<file path="config.mk">
export PLATFORM = sky130hd
export DESIGN_NAME = mul_div_unit
export DESIGN_NICKNAME = d
export VERILOG_FILES = /design/src/rtl/mul_div_unit_pkg.sv /design/src/rtl/mul_div_unit.sv
export SDC_FILE = /design/constraint.sdc
export NUM_CORES = 1
export LEC_CHECK = 0
export CAP_MARGIN = 30
export CELL_PAD_IN_SITES_DETAIL_PLACEMENT = 0
export CELL_PAD_IN_SITES_GLOBAL_PLACEMENT = 1
export CORE_AREA = 5 5 211 213
export DETAILED_ROUTE_END_ITERATION = 10
export DIE_AREA = 0 0 216 218
export GPL_ROUTABILITY_DRIVEN = 0
export PLACE_DENSITY_LB_ADDON = 0.1
export SLEW_MARGIN = 20
export SYNTH_ARGS = -nofsm -noshare
export SYNTH_HDL_FRONTEND = slang
export SYNTH_SLANG_ARGS = --single-unit
</file>
<file path="constraint.sdc">
create_clock -name clk -period 3.5 [get_ports clk]
set_input_delay 0.525 -clock clk [delete_from_list [all_inputs] [get_ports clk]]
set_output_delay 0.525 -clock clk [all_outputs]
set_load 0.05 [all_outputs]
</file>
<file path="src/rtl/mul_div_unit_pkg.sv">
// mul_div_unit_pkg: funct codes, FSM states and the operation decode shared by the HI/LO unit.
package mul_div_unit_pkg;
    localparam logic [5:0] FUN_MFHI  = 6'h10;
    localparam logic [5:0] FUN_MFLO  = 6'h12;
    localparam logic [5:0] FUN_MULT  = 6'h18;
    localparam logic [5:0] FUN_MULTU = 6'h19;
    localparam logic [5:0] FUN_DIV   = 6'h1A;
    localparam logic [5:0] FUN_DIVU  = 6'h1B;

    typedef enum logic [1:0] {IDLE, RUN, DONE} state_e;

    function automatic logic is_md(input logic [5:0] f);
        return f == FUN_MULT || f == FUN_MULTU || f == FUN_DIV || f == FUN_DIVU;
    endfunction
endpackage

</file>
<file path="src/rtl/mul_div_unit.sv">
// mul_div_unit: iterative MULT/MULTU/DIV/DIVU producing HI/LO over 32 shift-add / restoring-subtract cycles.
module mul_div_unit
    import mul_div_unit_pkg::*;
#(
    parameter int WIDTH = 32
) (
    input  logic             clk,
    input  logic             reset,
    input  logic             start,
    input  logic [5:0]       funct,
    input  logic [WIDTH-1:0] operandA,
    input  logic [WIDTH-1:0] operandB,
    output logic             busy,
    output logic             writeLoHi,
    output logic [WIDTH-1:0] writeData,
    output logic [WIDTH-1:0] writeDataHi
);
    localparam logic [5:0] ITERS = 6'(WIDTH);

    state_e             state_q, state_d;
    logic [2*WIDTH-1:0] acc_q, acc_d;
    logic [WIDTH-1:0]   m_q, m_d, a_q, a_d, lo_q, lo_d, hi_q, hi_d;
    logic [5:0]         cnt_q, cnt_d;
    logic               mul_q, mul_d, neg_q, neg_d, sa_q, sa_d, dz_q, dz_d;
    logic               sgn, sign_a, sign_b;
    logic [WIDTH-1:0]   mag_a, mag_b, quo, rem;
    logic [WIDTH:0]     alu;
    logic [2*WIDTH-1:0] prod;

    assign sgn    = funct == FUN_MULT || funct == FUN_DIV;
    assign sign_a = sgn & operandA[WIDTH-1];
    assign sign_b = sgn & operandB[WIDTH-1];
    assign mag_a  = sign_a ? -operandA : operandA;
    assign mag_b  = sign_b ? -operandB : operandB;

    // One adder serves both: add multiplicand to the high half, or trial-subtract divisor from the shifted remainder.
    assign alu  = mul_q ? {1'b0, acc_q[2*WIDTH-1:WIDTH]} + {1'b0, m_q}
                        : acc_q[2*WIDTH-1:WIDTH-1] - {1'b0, m_q};
    assign prod = neg_q ? -acc_q : acc_q;
    assign quo  = neg_q ? -acc_q[WIDTH-1:0] : acc_q[WIDTH-1:0];
    assign rem  = sa_q ? -acc_q[2*WIDTH-1:WIDTH] : acc_q[2*WIDTH-1:WIDTH];

    always_comb begin
        state_d = state_q;
        acc_d   = acc_q;
        m_d     = m_q;
        a_d     = a_q;
        lo_d    = lo_q;
        hi_d    = hi_q;
        cnt_d   = cnt_q;
        mul_d   = mul_q;
        neg_d   = neg_q;
        sa_d    = sa_q;
        dz_d    = dz_q;
        case (state_q)
            IDLE: if (start && is_md(funct)) begin
                state_d = RUN;
                mul_d   = funct == FUN_MULT || funct == FUN_MULTU;
                neg_d   = sign_a ^ sign_b;
                sa_d    = sign_a;
                dz_d    = operandB == '0;
                a_d     = operandA;
                m_d     = mul_d ? mag_a : mag_b;
                acc_d   = {{WIDTH{1'b0}}, mul_d ? mag_b : mag_a};
                cnt_d   = '0;
            end
            RUN: if (cnt_q == ITERS) begin
                state_d = DONE;
                lo_d    = mul_q ? prod[WIDTH-1:0] : dz_q ? '1 : quo;
                hi_d    = mul_q ? prod[2*WIDTH-1:WIDTH] : dz_q ? a_q : rem;
            end else begin
                cnt_d = cnt_q + 6'd1;
                acc_d = mul_q ? (acc_q[0] ? {alu, acc_q[WIDTH-1:1]} : {1'b0, acc_q[2*WIDTH-1:1]})
                              : (alu[WIDTH] ? {acc_q[2*WIDTH-2:0], 1'b0}
                                            : {alu[WIDTH-1:0], acc_q[WIDTH-2:0], 1'b1});
            end
            DONE: state_d = IDLE;
            default: state_d = IDLE;
        endcase
    end

    always_ff @(posedge clk) begin
        if (reset) begin
            state_q <= IDLE;
            acc_q   <= '0;
            m_q     <= '0;
            a_q     <= '0;
            lo_q    <= '0;
            hi_q    <= '0;
            cnt_q   <= '0;
            mul_q   <= 1'b0;
            neg_q   <= 1'b0;
            sa_q    <= 1'b0;
            dz_q    <= 1'b0;
        end else begin
            state_q <= state_d;
            acc_q   <= acc_d;
            m_q     <= m_d;
            a_q     <= a_d;
            lo_q    <= lo_d;
            hi_q    <= hi_d;
            cnt_q   <= cnt_d;
            mul_q   <= mul_d;
            neg_q   <= neg_d;
            sa_q    <= sa_d;
            dz_q    <= dz_d;
        end
    end

    assign busy        = state_q != IDLE;
    assign writeLoHi   = state_q == DONE;
    assign writeData   = lo_q;
    assign writeDataHi = hi_q;
endmodule

</file>
==> flow_summary.json <==
{
  "layout-drive-gt1-share_pct": 14.3,
  "die-area_um2": 47100,
  "cts_buffer_depth": 3,
  "die_h_um": 218,
  "clock.fmax_mhz": 286,
  "tritoncts.num_buffers": 25,
  "power_density_nw_per_um2": 337,
  "p_seq_share_pct": 34.2,
  "synth_top_area_share_pct": 24.9,
  "syn_area_per_cell_um2": 7.26,
  "synth_area_um2": 16400,
  "syn_to_final_growth_pct": 26.6,
  "crit_buf_inv": 0,
  "io_buffers": 138,
  "ys.flop_type": "dfxtp_1",
  "wl_um": 70900,
  "yosys.area.top_type": "dfxtp_1",
  "async_reset_ff_share_pct": 0,
  "grt_pass1_wl_um": 107000,
  "switchingPower_uw": 2160,
  "viasPerCell": 5.89,
  "sw_frac_of_total_pct": 30.9,
  "cpLargestDelayFamily": "simple AND/OR/NAND/NOR gates",
  "path_class": "flop to flop",
  "arrival_ns": 3.95,
  "rsz0062_at_grt": "true",
  "grtUsageTotal_pct": 28.9,
  "cts_root_buf": "clkbuf_16",
  "cts_tree": "yes",
  "nNetsFinal": 2645,
  "cp-start-kind": "flop",
  "whs_ns": 0.223,
  "h-tree-depth": 1,
  "synth_cell_types": 77,
  "synth_edf_count": 0,
  "vias": 18100,
  "hp-class": "input pin to flop",
  "drc": 0,
  "crit_top_cell": "or4_4",
  "synth-seq-cells": 204,
  "syn_nets": 2400,
  "path_cells": "or4_4, or4_4, or4b_4, or4_4, or2_4, o21a_1, xnor2_1, a21oi_1, a31o_1",
  "hold_viol": 0,
  "cap_violations": 0,
  "drtAntennaViolNets": 0,
  "crit_path_max_incr_delay_ns": 0.58,
  "syn_inst": 2255,
  "start_util_pct": 38.5,
  "rrSetupSlack_ns": 0.009,
  "antenna_found_initial": 0,
  "num_rows": 76,
  "wl_per_cell_um": 23.1,
  "clkPwrFrac_pct": 41.6,
  "p_int_uw": 4830,
  "overflow": 0,
  "cp_slowest_cell": "or4_4",
  "drt_iter0_drc": 1765,
  "tightest_slew_ns": 1.03,
  "synthTopCellsByArea": "dfxtp_1 (25%), a21oi_1 (7.2%), nand2_1 (7.1%)",
  "cts_sinks": 204,
  "hpwl_um": 55500,
  "holdBufCountCts": 0,
  "die_w_um": 216,
  "clk_pin_slew_ns": 0.06,
  "comb_power_share_pct": 24.2,
  "finClkSkew_ns": 0.0148,
  "cp.required_ns": 3.95,
  "yosys_warnings": 0,
  "leakagePower_uw": 0.00810,
  "slew_headroom_pct": 31.0,
  "status": "finished clean",
  "fin_tns_setup_ns": 0,
  "coreArea_um2": 42500,
  "post-route-min-period_ns": 3.49,
  "grt_max_degree": 99,
  "cp_max_fo": 5,
  "vdd_drop_max_v": 0.000365,
  "slew_viol_final": 0,
  "dr.pass1.iters": 5,
  "io_pins": 139,
  "setup_violations": 0,
  "cp-end-kind": "flop",
  "fin_crit_sh_pct": 99.8,
  "clk_latency_ns": 0.57,
  "yosysSeqAreaShare_pct": 24.9,
  "grt_pass1_vias": 17100,
  "diodes": 0
}
logic make-up after synthesis:
group | after synthesis | share of synthesized area [%]
simple gates | 730 | 20.4
compound gates | 712 | 27.0
buf+inv | 244 | 5.68
xor+xnor | 208 | 11.1
flops | 204 | 24.9
mux | 85 | 5.24
fa+ha+maj | 72 | 5.59
sequential cells by signal (all words and copies together) (netlist names):
register	cells
acc_q	64
a_q	32
m_q	32
writeDataHi	32
writeData	32
cnt_q	6
state_q	2
dz_q	1
mul_q	1
neg_q	1
sa_q	1
repair_timing:
action	CTS	global route
pin swaps	0	2
buffers inserted	0	1
setup endpoints to repair	6	34
gates resized for setup	2	14
power by group through the flow:
stage	clock network [uW]	registers (uW)	logic, uW
floorplan	0	2430	927
global placement	0	2440	1630
detailed placement	0	2440	1630
CTS	2930	2390	1650
global route	3030	2390	1810
finish	2910	2390	1690
layer usage:
layer	up-vias	track usage [%]	share of wire, %
met2	739	46.4	44
met1	8596	39.3	44
met5	-	0	0
met3	142	4.25	6.9
li1	8587	-	-
met4	0	10.9	4.8
per-stage QoR:
step,instance area [um^2],std cells,utilization [%],power (uW),setup WS (ns)
after floorplan,16400,2255,-,3350,0.0599
after global placement,19700,3017,46.4,4070,-0.235
after detailed placement,19700,3017,46.4,4070,-0.276
after CTS,20600,3063,48.6,6960,-0.00387
after global routing,20700,3065,48.8,7230,-0.109
final,20700,3065,48.8,6980,0.00873
cells in the final DEF (no fill, tap or decap), types with 44 or more instances in the layout:
master / count
nand2_1: 308
buf_4: 252
a21oi_1: 232
dfxtp_1: 199
o21ai_0: 179
nor2_1: 164
clkdlybuf4s50_1: 137
xor2_1: 121
xnor2_1: 86
mux2i_1: 79
inv_1: 70
ha_1: 70
nor3_1: 55
a211oi_1: 44
worst register-to-register path, delay by kind of cell, from the launching register on:
family | cells | cell delay, ns
and+or+nand+nor | 5 | 2.42
AOI/OAI and AO/OA | 3 | 0.49
xor gates and xnor gates | 1 | 0.15
DFF | 1 | 0.32
Yosys cell counts, types with 28 or more instances:
| cell type | instances |
|---|---|
| nand3_1 | 45 |
| xnor2_1 | 87 |
| nor2_1 | 166 |
| nand2_1 | 308 |
| a21o_1 | 30 |
| nor3_1 | 56 |
| dfxtp_1 | 204 |
| xor2_1 | 121 |
| o21ai_0 | 180 |
| o31ai_1 | 40 |
| ha_1 | 70 |
| mux2i_1 | 79 |
| clkbuf_1 | 158 |
| a211oi_1 | 44 |
| o211ai_1 | 28 |
| a21oi_1 | 235 |
| inv_1 | 70 |
final timing paths:
| check | from | end | depth (start not counted) |
|---|---|---|---|
| max | acc_q[7] | writeDataHi[22] | 9 |
| min | reset | a_q[28] | 2 |
| max reg2reg | acc_q[7] | writeDataHi[22] | 9 |
| min reg2reg | writeDataHi[16] | writeDataHi[16] | 2 |
area by class of cell:
type | count | area, um^2
Fill cell | 4247 | 21800
Multi-Input combinational cell | 1807 | 11500
Sequential cell | 204 | 4090
Timing Repair Buffer | 392 | 3320
Clock buffer | 34 | 719
Tap cell | 546 | 683
Inverter | 70 | 263
Clock inverter | 12 | 189
(Power assumes the default switching activity.)
